[config.mk]
export PLATFORM = sky130hd
export DESIGN_NAME = uart_byte_tx_flat
export DESIGN_NICKNAME = d
export VERILOG_FILES = /design/src/rtl/uart_byte_tx_if.sv /design/src/rtl/uart_byte_tx.sv /design/src/flat_wrapper.sv
export SDC_FILE = /design/constraint.sdc
export NUM_CORES = 1
export LEC_CHECK = 0
export BUFFER_PORTS_ARGS = -buffer_cell sky130_fd_sc_hd__buf_4
export CELL_PAD_IN_SITES_DETAIL_PLACEMENT = 0
export CELL_PAD_IN_SITES_GLOBAL_PLACEMENT = 2
export CORE_ASPECT_RATIO = 1.25
export CORE_MARGIN = 1.5
export CORE_UTILIZATION = 42
export CTS_CLUSTER_DIAMETER = 80
export DETAILED_ROUTE_END_ITERATION = 16
export PLACE_DENSITY = 0.77
export SLEW_MARGIN = 10
export SYNTH_ARGS = -nofsm -noshare
export SYNTH_HDL_FRONTEND = slang
export SYNTH_SLANG_ARGS = --single-unit
[constraint.sdc]
create_clock -name clk -period 4.35 [get_ports clk]
set_clock_uncertainty 0.15 [all_clocks]
set_input_delay 0.2175 -clock clk [delete_from_list [all_inputs] [get_ports clk]]
set_output_delay 0.2175 -clock clk [all_outputs]
set_load 0.02 [all_outputs]
[src/rtl/uart_byte_tx_if.sv]
// Byte-output port between the CPU core and the UART transmitter.
//   master (CPU side): drives out_byte/out_byte_en, observes status and tx.
//   slave  (UART side): consumes the write strobe, drives tx, busy, full,
//                       level (occupancy, $clog2(FIFO_DEPTH)+1 bits), overflow.
interface uart_byte_tx_if #(
  parameter int FIFO_DEPTH = 8
);
  localparam int LW = $clog2(FIFO_DEPTH) + 1;

  logic [7:0]    out_byte;
  logic          out_byte_en;
  logic          tx;
  logic          busy;
  logic          full;
  logic [LW-1:0] level;
  logic          overflow;

  modport master (output out_byte, out_byte_en,
                  input  tx, busy, full, level, overflow);
  modport slave  (input  out_byte, out_byte_en,
                  output tx, busy, full, level, overflow);
endinterface

[src/rtl/uart_byte_tx.sv]
// uart_byte_tx: buffers CPU byte strobes in a FIFO and serialises them as
// 8N1 UART frames (start 0, 8 data bits LSB first, stop 1), CLK_DIV clocks
// per bit. Back-to-back frames are continuous: the next start bit follows
// the last stop cycle directly.
// Ports:
//   clk    - system clock, rising edge
//   resetn - synchronous active-low reset
//   bus    - uart_byte_tx_if.slave: out_byte/out_byte_en in; tx, busy,
//            full, level, overflow (sticky dropped-write flag) out
module uart_byte_tx #(
  parameter int CLK_DIV    = 4,
  parameter int FIFO_DEPTH = 8
) (
  input  logic           clk,
  input  logic           resetn,
  uart_byte_tx_if.slave  bus
);
  localparam int AW = $clog2(FIFO_DEPTH);
  localparam int LW = AW + 1;
  localparam int TW = $clog2(CLK_DIV);

  typedef enum logic [1:0] {IDLE, START, DATA, STOP} state_t;

  state_t        state_q, state_d;
  logic [7:0]    mem [FIFO_DEPTH];
  logic [AW-1:0] wptr_q, rptr_q;
  logic [LW-1:0] count_q, count_d;
  logic [TW-1:0] tmr_q, tmr_d;
  logic [2:0]    bit_q, bit_d;
  logic [7:0]    sh_q, sh_d;
  logic          tx_q, tx_d;
  logic          busy_q, ovf_q;
  logic          pop, push, fifo_ne, full_w, tmr_last;

  assign fifo_ne  = (count_q != '0);
  assign full_w   = (count_q == LW'(FIFO_DEPTH));
  assign tmr_last = (tmr_q == TW'(CLK_DIV - 1));
  // A pop on the same edge frees the slot, so a write while full still lands.
  assign push     = bus.out_byte_en && (!full_w || pop);
  assign count_d  = count_q + LW'(push) - LW'(pop);

  always_comb begin
    state_d = state_q;
    tmr_d   = tmr_last ? '0 : tmr_q + TW'(1);
    bit_d   = bit_q;
    sh_d    = sh_q;
    tx_d    = tx_q;
    pop     = 1'b0;
    case (state_q)
      IDLE: begin
        tmr_d = '0;
        tx_d  = 1'b1;
        if (fifo_ne) begin
          pop     = 1'b1;
          sh_d    = mem[rptr_q];
          tx_d    = 1'b0;
          state_d = START;
        end
      end
      START: if (tmr_last) begin
        tx_d    = sh_q[0];
        state_d = DATA;
      end
      DATA: if (tmr_last) begin
        // Index wraps 7->0 here, i.e. only at the end of the data field.
        bit_d = bit_q + 3'd1;
        if (bit_q == 3'd7) begin
          tx_d    = 1'b1;
          state_d = STOP;
        end else begin
          sh_d = {1'b0, sh_q[7:1]};
          tx_d = sh_q[1];
        end
      end
      STOP: if (tmr_last) begin
        if (fifo_ne) begin
          // Chain straight into the next start bit, no idle gap.
          pop     = 1'b1;
          sh_d    = mem[rptr_q];
          tx_d    = 1'b0;
          state_d = START;
        end else begin
          tx_d    = 1'b1;
          state_d = IDLE;
        end
      end
      default: begin
        tx_d    = 1'b1;
        state_d = IDLE;
      end
    endcase
  end

  always_ff @(posedge clk) begin
    if (!resetn) begin
      state_q <= IDLE;
      tmr_q   <= '0;
      bit_q   <= '0;
      sh_q    <= '0;
      tx_q    <= 1'b1;
      busy_q  <= 1'b0;
      ovf_q   <= 1'b0;
      wptr_q  <= '0;
      rptr_q  <= '0;
      count_q <= '0;
    end else begin
      state_q <= state_d;
      tmr_q   <= tmr_d;
      bit_q   <= bit_d;
      sh_q    <= sh_d;
      tx_q    <= tx_d;
      busy_q  <= (state_d != IDLE) || (count_d != '0);
      ovf_q   <= ovf_q || (bus.out_byte_en && !push);
      count_q <= count_d;
      if (push) wptr_q <= wptr_q + AW'(1);
      if (pop)  rptr_q <= rptr_q + AW'(1);
    end
  end

  // Storage needs no reset; pointers and count define what is valid.
  always_ff @(posedge clk) begin
    if (resetn && push) mem[wptr_q] <= bus.out_byte;
  end

  assign bus.tx       = tx_q;
  assign bus.busy     = busy_q;
  assign bus.full     = full_w;
  assign bus.level    = count_q;
  assign bus.overflow = ovf_q;
endmodule
[src/flat_wrapper.sv]
// flat-port wrapper written by rule: the top's interface ports become plain ports
module uart_byte_tx_flat 
#(
  parameter int CLK_DIV    = 4,
  parameter int FIFO_DEPTH = 8
)
  (clk, resetn, bus_out_byte, bus_out_byte_en, bus_tx, bus_busy, bus_full, bus_level, bus_overflow);
  uart_byte_tx_if #(.FIFO_DEPTH(FIFO_DEPTH)) bus_i ();
  input  logic clk;
  input  logic resetn;
  input wire logic [$bits(bus_i.out_byte)-1:0] bus_out_byte;
  input wire logic [$bits(bus_i.out_byte_en)-1:0] bus_out_byte_en;
  output wire logic [$bits(bus_i.tx)-1:0] bus_tx;
  output wire logic [$bits(bus_i.busy)-1:0] bus_busy;
  output wire logic [$bits(bus_i.full)-1:0] bus_full;
  output wire logic [$bits(bus_i.level)-1:0] bus_level;
  output wire logic [$bits(bus_i.overflow)-1:0] bus_overflow;
  assign bus_i.out_byte = bus_out_byte;
  assign bus_i.out_byte_en = bus_out_byte_en;
  assign bus_tx = bus_i.tx;
  assign bus_busy = bus_i.busy;
  assign bus_full = bus_i.full;
  assign bus_level = bus_i.level;
  assign bus_overflow = bus_i.overflow;
  uart_byte_tx #(.CLK_DIV(CLK_DIV), .FIFO_DEPTH(FIFO_DEPTH)) u_core (.clk(clk), .resetn(resetn), .bus(bus_i));
endmodule
==> Word level (Yosys, flattened, before mapping) <==
Memory sizes are Yosys's and may differ from the RTL's. A register that Yosys moved wholly into a read port is not among the register bits.
Cells that the tools add are included.
{ "word_totals": {"regBits": 28, "ramBits": 64, "in_bits": 11, "out_inout_bits": 8, "word_cells": 70, "mem_count": 1} }
{ "memory_table": {"columns": ["memory", "depth", "width", "rd", "rd_ports_with_merged_regs", "wr", "line", "text"], "rows": [
  ["u_core.mem", 8, 8, 1, 1, 1, "uart_byte_tx.sv:25", "logic [7:0] mem [FIFO_DEPTH];"]
]} }
{ "op_classes": {"add_sub_neg": 6, "eq_ne": 10, "mux": 25, "bitwise_logic": 1, "reduce_logical": 17} }
{ "ops": {"columns": ["cell", "count"], "rows": [
  ["$mux W8", 4],
  ["$pmux W8 S3", 1],
  ["$mux W1", 10],
  ["$mux W2", 5],
  ["$add A3 B1 Y3 const B", 3],
  ["$pmux W2 S4", 1],
  ["$reduce_bool A4 Y1", 2],
  ["$eq A2 B2 Y1 const B", 3],
  ["$mux W3", 2],
  ["$ne A2 B1 Y1 const B", 3],
  ["$add A4 B1 Y4", 1],
  ["$eq A4 B4 Y1 const B", 1],
  ["$pmux W1 S4", 1],
  ["$reduce_and A4 Y1", 1],
  ["$sub A4 B1 Y4", 1],
  ["$eq A3 B3 Y1 const B", 1],
  ["$logic_and A1 B1 Y1", 3],
  ["$logic_or A1 B1 Y1", 3],
  ["$reduce_and A3 Y1", 1],
  ["$reduce_bool A3 Y1", 1],
  ["$reduce_or A3 Y1", 1],
  ["$add A2 B1 Y2 const B", 1],
  ["$eq A2 B1 Y1 const B", 1],
  ["$logic_not A1 Y1", 2],
  ["6 further kinds", 6]
]} }

==> Logic depth before layout (Yosys ltp) <==
Gate-level depths: netlist of run 1.
{ "logic_depth": {"depth_word": 10, "depth_mapped": 12} }

==> Least setup slack after synthesis of run 1 <==
No wires, ideal clock.
{ "synth_path": {"kind": "register to register", "from": "register u_core.state_q[0]", "to": "memory u_core.mem[1][0] (enable)", "setup_time_ns": 0.395, "arrival_ns": 2.230, "path_slack_ns": 1.576, "stages_incl_launch_ff": 6, "n_path_buf": 0, "path_cell_list": "dfxtp_1 inv_1 ha_1 o311ai_2 nand2_1 nor4_1"} }
{ "synth_between": {"elab_chain_cells": 7, "word_cells_on_any_way": 8} }
{ "synth_lines": {"columns": ["element", "line", "text"], "rows": [
  ["from (decl)", "uart_byte_tx.sv:24", "state_t state_q, state_d;"],
  ["from (signal assigned)", "uart_byte_tx.sv:107", "state_q <= state_d;"],
  ["$eq A2 B2 Y1 / $logic_not A2 Y1 (equally long branches)", "uart_byte_tx.sv:49", "case (state_q)"],
  ["$pmux W1 S2 *", "uart_byte_tx.sv:49", null],
  ["$logic_or A1 B1 Y1 *", "uart_byte_tx.sv:39", "assign push = bus.out_byte_en && (!full_w || pop);"],
  ["$logic_and A1 B1 Y1 *", "uart_byte_tx.sv:39", null],
  ["$logic_and A1 B1 Y1 *", "uart_byte_tx.sv:122", "if (resetn && push) mem[wptr_q] <= bus.out_byte;"],
  ["$mux W1 *", "uart_byte_tx.sv:122", null],
  ["$mux W1 (not written as such) *", "uart_byte_tx.sv:122", null],
  ["to (decl)", "uart_byte_tx.sv:25", null]
]} }
Every way passes the cells marked *; elsewhere a longest branch is shown, timed or not.

==> Worst setup path in the final report of run 1 <==
{ "layout_path": {"from": "register u_core.state_q[0]", "to": "register u_core.busy_q, in the netlist u_core.bus.busy"} }
{ "layout_between": {"elab_chain_cells": 8, "word_cells_on_any_way": 18} }
{ "layout_lines": {"columns": ["element", "line", "text"], "rows": [
  ["$eq A2 B2 Y1 / $logic_not A2 Y1 (equally long branches)", "uart_byte_tx.sv:49", null],
  ["$pmux W1 S2", "uart_byte_tx.sv:49", null],
  ["$logic_or A1 B1 Y1", "uart_byte_tx.sv:39", null],
  ["$logic_and A1 B1 Y1", "uart_byte_tx.sv:39", null],
  ["$add A4 B1 Y4", "uart_byte_tx.sv:40", "assign count_d = count_q + LW'(push) - LW'(pop);"],
  ["$sub A4 B1 Y4", "uart_byte_tx.sv:40", null],
  ["$reduce_bool A4 Y1", "uart_byte_tx.sv:112", "busy_q <= (state_d != IDLE) || (count_d != '0);"],
  ["$logic_or A1 B1 Y1 *", "uart_byte_tx.sv:112", null],
  ["to (signal assigned)", "uart_byte_tx.sv:112", null],
  ["to (decl)", "uart_byte_tx.sv:32", "logic busy_q, ovf_q;"]
]} }
Marks and branches as above.
A chain may end at the register's enable or synchronous reset.

==> results of run 1 <==
==> how the worst min path moves through the flow <==
| stage | from | endpoint | slack, ns |
|---|---|---|---|
| 6_report | resetn | u_core.bus.tx | 0.05 |
| 5_1_grt | resetn | u_core.bus.tx | 0.07 |
| 4_1_cts | resetn | u_core.bus.tx | 0.05 |
| 3_5_place_dp | u_core.tmr_q[0] | u_core.tmr_q[0] | 0.28 |
| 3_3_place_gp | u_core.tmr_q[0] | u_core.tmr_q[0] | 0.26 |
| 2_1_floorplan | bus_out_byte[0] | u_core.mem[0][0] | 0.17 |
==> routing by layer <==
metal	share of wire (%)	routed length, um	vias to the layer above	global-route usage [%]
li1	-	-	1108	-
met1	44	3360	1110	18.5
met2	51	3840	32	27.9
met3	2.4	183	13	2.91
met4	2.4	182	0	7.94
met5	0	0	-	0
==> cells in the mapped netlist, drive strengths merged, types with 2 or more instances <==
cell type	number
nor4b	2
inv	14
nand2	18
o221ai	6
mux2i	11
nor4	3
edfxtp	64
nand3b	2
and2	3
o22ai	2
buf	8
nor3	7
nor2	18
o21ai	5
o32ai	2
or3	2
nand3	13
clkbuf	4
ha	16
a21oi	10
xor2	2
dfxtp	31
mux4	15
o211ai	2
xnor2	3
==> area by class of cell <==
class	instances	area share, %
timing repair buffer	32	5.64
sequential	95	54.5
inverter	14	1.13
clock buffer	9	4.83
clock inverter	7	1.85
multi-input combinational	154	28.7
tap	123	3.30
==> flip-flops by register name (all words and copies together) (netlist names), 2 cells and up, named ones only <==
register and cells:
u_core.rptr_q 3, u_core.tmr_q 2, u_core.wptr_q 3, u_core.state_q 2, u_core.bit_q 3, u_core.mem 64, u_core.bus.level 4, u_core.sh_q 8
==> power by group <==
group | total (mW) | switching [mW] | internal, mW | leakage (nW)
clock network | 0.816 | 0.358 | 0.458 | 0.150
logic | 0.805 | 0.424 | 0.380 | 0.631
registers | 1.16 | 0.106 | 1.06 | 0.832
total | 2.78 | 0.889 | 1.90 | 1.61
==> logic make-up after synthesis <==
family	Yosys count	share of synthesized area, %
compound gates	34	6.41
buf+inv	26	3.22
xor+xnor	5	1.09
mux	26	11.2
fa+ha+maj	17	5.50
simple gates	72	9.09
flops	95	63.5
==> what timing repair did <==
item | in CTS | in global routing
hold buffers | 9 | 0
endpoints found under the setup margin | 0 | 0
endpoints found under the hold margin | 65 | 0
==> placed cells by master (no fill, tap or decap), drive strengths merged, types with 2 or more instances in the layout <==
master | netlist | routed
a21oi | 10 | 10
and2 | 3 | 3
buf | 8 | 23
clkbuf | 4 | 9
clkinv | 0 | 2
dfxtp | 31 | 31
dlygate4sd3 | 0 | 9
edfxtp | 64 | 64
ha | 16 | 16
inv | 14 | 17
mux2i | 11 | 11
mux4 | 15 | 15
nand2 | 18 | 18
nand3 | 13 | 13
nand3b | 2 | 2
nor2 | 18 | 18
nor3 | 7 | 7
nor4 | 3 | 3
nor4b | 2 | 2
o211ai | 2 | 2
o21ai | 5 | 5
o221ai | 6 | 6
o22ai | 2 | 2
o32ai | 2 | 2
or3 | 2 | 2
xnor2 | 3 | 3
xor2 | 2 | 2
==> worst max-delay path: cells and delay by family, from the launching register on <==
family	cells	cell delay, ns
AO/OA/AOI/OAI	2	0.52
XOR/XNOR	1	0.19
adder cells (fa/ha/maj)	3	0.92
buffers and inverters	3	0.24
flip-flops	1	0.39
AND/OR/NAND/NOR	2	0.38
==> results.py, run 1 <==
metrics = {
    "logic_synthesis": {
        "post_synth_instance_area_um2": 4000,
        "yosysWarningCount": 0,
        "synth.largest_area_cell": "sky130_fd_sc_hd__edfxtp_1",
        "ys_ff_latch": 95,
        "yosys-top-cells-area": "sky130_fd_sc_hd__edfxtp_1, sky130_fd_sc_hd__dfxtp_1, sky130_fd_sc_hd__mux4_2",
        "synth-edff-count": 64,
        "ys_async_sr_fraction_pct": 0,
        "seq_area_frac_synth_pct": 63.5,
        "synth.top_cell.area_share_pct": 48.0,
        "synth_nets": 303,
        "syn_area_per_cell_um2": 14.6,
        "synth_ff_type": "sky130_fd_sc_hd__edfxtp_1",
        "ys_types": 41,
        "synthCells": 275,
    },
    "finish": {
        "non_filler_instance_count_after_layout": 434,
        "register_area_um2": 2540,
        "num-nets-final": 334,
        "area_growth_syn_to_layout_pct": 16.4,
        "fraction_of_layout_instances_using_a_drive_strength_above_1_pct": 19.3,
        "fin_area_um2": 4660,
        "fillers": 775,
        "diodes": 0,
        "final_core_utilization_pct": 50.5,
        "multi_input_comb_area_um2": 1340,
    },
    "worst_setup_path": {
        "r2r_cells": 11,
        "crit-reg2reg-capture": "u_core.bus.busy",
        "critPathArrivalTime_ns": 2.99,
        "critical_path_fanouts_max": 6,
        "cp-startpoint": "u_core.state_q[0]",
        "critical_setup_path_kind": "register to register",
        "crit_chain": "inv_1, ha_1, o311ai_2, nand2_1, inv_1, ha_1, inv_1, fa_1, xor2_1, and3b_1, a41oi_1",
        "crit_required_ns": 4.40,
        "slowest_stage": "sky130_fd_sc_hd__o311ai_2",
        "critical_path.endpoint_type": "register",
        "timing.critical_path.from_type": "register",
        "endpoint": "u_core.bus.busy",
        "r2r_slack_ns": 1.41,
        "max_stage_delay_ns": 0.42,
        "timing.critical_path.mode_cell": "sky130_fd_sc_hd__inv_1",
        "r2r_start": "u_core.state_q[0]",
    },
    "routing": {
        "vias_per_cell": 5.21,
        "finalWirelength_mm": 7.56,
        "routed-via-count": 2263,
        "initialDrtViolationCount": 127,
        "detail_route.drc_violations": 0,
        "wire_per_inst_um": 17.4,
        "drt_pass1_iterations": 4,
        "drt.antenna.violating_nets": 0,
    },
    "sta": {
        "whs_ns": 0.0526,
        "timing.final.setup_violations": 0,
        "hold_violations": 0,
        "fin_tns_setup_ns": 0,
        "grt_setup_unrepaired": "no",
        "timing.final.ws_setup_ns": 1.41,
        "time_the_worst_path_needs_with_i_o_delays_and_setup_ns": 2.94,
        "report.final.slew_viol_count": 0,
        "timing.max_slew.rel_slack_pct": 24.5,
        "timing.fmax_ghz": 0.340,
        "tightest_slew_ns": 1.13,
        "finalCritPeriodShare_pct": 67.6,
    },
    "hold_path": {
        "hp-class": "input port to register",
        "whs_path_depth": 2,
    },
    "pwr": {
        "power_density_nw_per_um2": 597,
        "static-leakage-power_nw": 1.61,
        "ir_worst_vdd_mv": 0.339,
        "total_power_mw": 2.78,
    },
    "clock_tree": {
        "cts_resized": 0,
        "ctsLongestPathBuffers": 2,
        "clk_pin_slew_worst_paths_ns": 0.07,
        "root_buffer": "sky130_fd_sc_hd__clkbuf_16",
        "numCtsBuffers": 9,
        "worstSkewPairLatency_ns": 0.34,
        "cts_sinks": 95,
        "cts.repair_timing.setup_buffer_count": 0,
        "tritoncts": "yes",
        "htreeDepth": 3,
    },
    "grt": {
        "maximum_number_of_pins_on_one_net_before_global_route_repair": 23,
        "first_global_vias": 2273,
        "track_usage_pct": 15.9,
        "number_of_antenna_violations_at_the_first_check_in_global_routing": 0,
        "gr-total-overflow": 0,
        "wire_length_of_the_first_global_routing_pass_mm": 11.9,
    },
    "place": {
        "global_placement_routability_congestion": 0.715,
        "hpwl_mm": 4.90,
        "buffer_ports.inserted": 18,
        "numPlacedInstances": 409,
        "placed_cell_area_um2": 4260,
        "place_worst_setup_slack_ns": 1.39,
    },
    "floorplanning": {
        "fp.dieArea_um2": 10100,
        "die_height_um": 112,
        "die_x_um": 90.3,
        "pin_count": 19,
        "floorplan.initialDensity_pct": 43.4,
        "placementRows": 39,
        "core_area_um2": 9220,
    },
    "outcome": {
        "outcome": "finished clean",
    },
    "flow_run": {
        "drv.max_cap_violation_count": 0,
    },
}
Power figures use the tool's default switching activity.
==> run 2, diff against run 1 <==
Settings changed: CORE_UTILIZATION 42 to 40.
Clock period 4.35 ns to 2.7 ns, I/O delays scaled along.
==> run 2 against run 1 <==
Final area grew 4.5%. Clock power grew 50%. Global-route usage shrank 0.23 points. Worst setup slack lost 1.3 ns. Highest routed layer unchanged. First-iteration DRC count shrank 26%. Clock-buffer cell count is the same. Sequential share of layout area shrank 2.2 points. Flip-flop and latch count is the same. Critical path depth grew 1. Critical endpoint unchanged. Final cell count grew 5.3%. Non-clock buffer count grew 20.
==> results.py, run 2 (same netlist as run 1, synthesis figures left out) <==
metrics = {
    "floorplanning": {
        "pin_count": 19,
        "core_area_um2": 9660,
        "die_height_um": 115,
        "floorplan.initialDensity_pct": 41.5,
        "placementRows": 40,
        "fp.dieArea_um2": 10600,
        "die_x_um": 92.5,
    },
    "worst_setup_path": {
        "critical_path_cell_count": 12,
        "critPathArrivalTime_ns": 2.67,
        "slowest_stage": "sky130_fd_sc_hd__fa_2",
        "cpLargestDelayFamily": "adder cells",
        "r2r_cells": 12,
        "timing.critical_path.mode_cell": "sky130_fd_sc_hd__inv_1",
        "timing.critical_path.from_type": "register",
        "crit_required_ns": 2.76,
        "critical_setup_path_kind": "register to register",
        "critical_path_fanouts_max": 4,
        "critical_path.endpoint_type": "register",
        "crit_chain": "buf_4, ha_4, a21oi_4, nor3_2, ha_1, inv_1, ha_2, inv_1, fa_2, xor2_2, and3b_1, a41oi_2",
        "max_stage_delay_ns": 0.40,
        "worstPathBufferInverterCount": 3,
    },
    "outcome": {
        "outcome": "finished clean",
    },
    "routing": {
        "vias_per_cell": 5.10,
        "detail_route.drc_violations": 0,
        "wire_per_inst_um": 16.4,
        "drt.antenna.violating_nets": 0,
        "routed-via-count": 2332,
        "finalWirelength_mm": 7.50,
        "initialDrtViolationCount": 94,
        "drt_pass1_iterations": 4,
    },
    "finish": {
        "layout_commonest_cell": "sky130_fd_sc_hd__edfxtp_1",
        "register_with_the_most_flip_flops": "u_core.mem",
        "final_core_utilization_pct": 50.4,
        "diodes": 0,
        "fraction_of_layout_instances_using_a_drive_strength_above_1_pct": 26.9,
        "largest_reg_flops": 64,
        "most_frequent_cells_in_the_layout": "sky130_fd_sc_hd__edfxtp_1, sky130_fd_sc_hd__buf_4, sky130_fd_sc_hd__dfxtp_1",
        "num-nets-final": 354,
        "area_growth_syn_to_layout_pct": 21.6,
    },
    "pwr": {
        "power_density_nw_per_um2": 959,
        "total_power_mw": 4.67,
        "ir_worst_vdd_mv": 0.532,
        "static-leakage-power_nw": 1.71,
    },
    "clock_tree": {
        "numCtsBuffers": 9,
        "clk_pin_slew_worst_paths_ns": 0.07,
        "tritoncts": "yes",
        "htreeDepth": 3,
        "cts_sinks": 95,
        "root_buffer": "sky130_fd_sc_hd__clkbuf_16",
        "ctsLongestPathBuffers": 2,
        "worstSkewPairLatency_ns": 0.34,
    },
    "grt": {
        "first_global_vias": 2408,
        "gr-total-overflow": 0,
        "track_usage_pct": 15.6,
        "maximum_number_of_pins_on_one_net_before_global_route_repair": 23,
        "wire_length_of_the_first_global_routing_pass_mm": 12.2,
        "number_of_antenna_violations_at_the_first_check_in_global_routing": 0,
    },
    "sta": {
        "time_the_worst_path_needs_with_i_o_delays_and_setup_ns": 2.61,
        "fin_tns_setup_ns": 0,
        "report.final.slew_viol_count": 0,
        "timing.max_slew.rel_slack_pct": 54.5,
        "tightest_slew_ns": 0.682,
        "timing.fmax_ghz": 0.382,
        "hold_violations": 0,
        "finalCritPeriodShare_pct": 96.8,
        "timing.final.setup_violations": 0,
    },
    "place": {
        "hpwl_mm": 4.93,
        "global_placement_routability_congestion": 0.794,
        "buffer_ports.inserted": 18,
    },
    "hold_path": {
        "hp-class": "register to register",
        "whs_path_depth": 1,
    },
    "flow_run": {
        "drv.max_cap_violation_count": 0,
    },
}
==> run 2: worst reg2reg max path, cell delays in order (launching register included) <==
cell,delay (ns)
sky130_fd_sc_hd__dfxtp_2,0.32
sky130_fd_sc_hd__buf_4,0.15
sky130_fd_sc_hd__ha_4,0.17
sky130_fd_sc_hd__a21oi_4,0.22
sky130_fd_sc_hd__nor3_2,0.08
sky130_fd_sc_hd__ha_1,0.27
sky130_fd_sc_hd__inv_1,0.06
sky130_fd_sc_hd__ha_2,0.17
sky130_fd_sc_hd__inv_1,0.06
sky130_fd_sc_hd__fa_2,0.40
sky130_fd_sc_hd__xor2_2,0.16
sky130_fd_sc_hd__and3b_1,0.19
sky130_fd_sc_hd__a41oi_2,0.11
==> run 2: stage by stage <==
| stage | cells | hold WS (ns) | setup slack, ns | area, um2 |
|---|---|---|---|---|
| after floorplan | 275 | 0.0839 | 0.00582 | 4020 |
| final | 457 | 0.281 | 0.0852 | 4870 |
| after global placement | 430 | 0.214 | 0.123 | 4410 |
| after detailed placement | 430 | 0.217 | 0.0238 | 4410 |
| after global routing | 457 | 0.296 | -0.00921 | 4870 |
| after CTS | 456 | 0.288 | 0.00726 | 4800 |
==> run 2: area by class of cell <==
type	count	area, um2
clock buffers	9	225
clock inverters	7	63.8
fillers	837	4790
inverters	14	52.6
multi-input cells	154	1410
flip-flops and latches	95	2550
well taps	126	158
repair buffers	52	415
==> run 2: routing by layer <==
| layer | vias to the layer above | share of wire, % | track usage [%] |
|---|---|---|---|
| met2 | 25 | 53 | 27.5 |
| met3 | 11 | 2.1 | 2.65 |
| met5 | - | 0 | 0 |
| li1 | 1152 | - | - |
| met4 | 0 | 2.0 | 7.90 |
| met1 | 1144 | 43 | 18.4 |
==> run 2: final timing paths <==
kind                           from              end  slack [ns]
setup / recovery  u_core.state_q[0]  u_core.bus.busy        0.09
hold / removal      u_core.tmr_q[0]  u_core.tmr_q[0]        0.28
setup reg to reg  u_core.state_q[0]  u_core.bus.busy        0.09
hold reg to reg     u_core.tmr_q[0]  u_core.tmr_q[0]        0.28
==> run 2: power by group <==
| group | total, mW | internal, mW | switching (mW) |
|---|---|---|---|
| Sequential | 1.80 | 1.71 | 0.0951 |
| Clock | 1.22 | 0.647 | 0.574 |
| Combinational | 1.64 | 0.786 | 0.858 |
==> run 2: timing repair <==
item | in CTS | in global routing
endpoints found under the hold margin | 68 | 0
gates resized for setup | 0 | 12
hold buffers | 10 | 0
buffers inserted | 0 | 1
setup endpoints to repair | 0 | 1
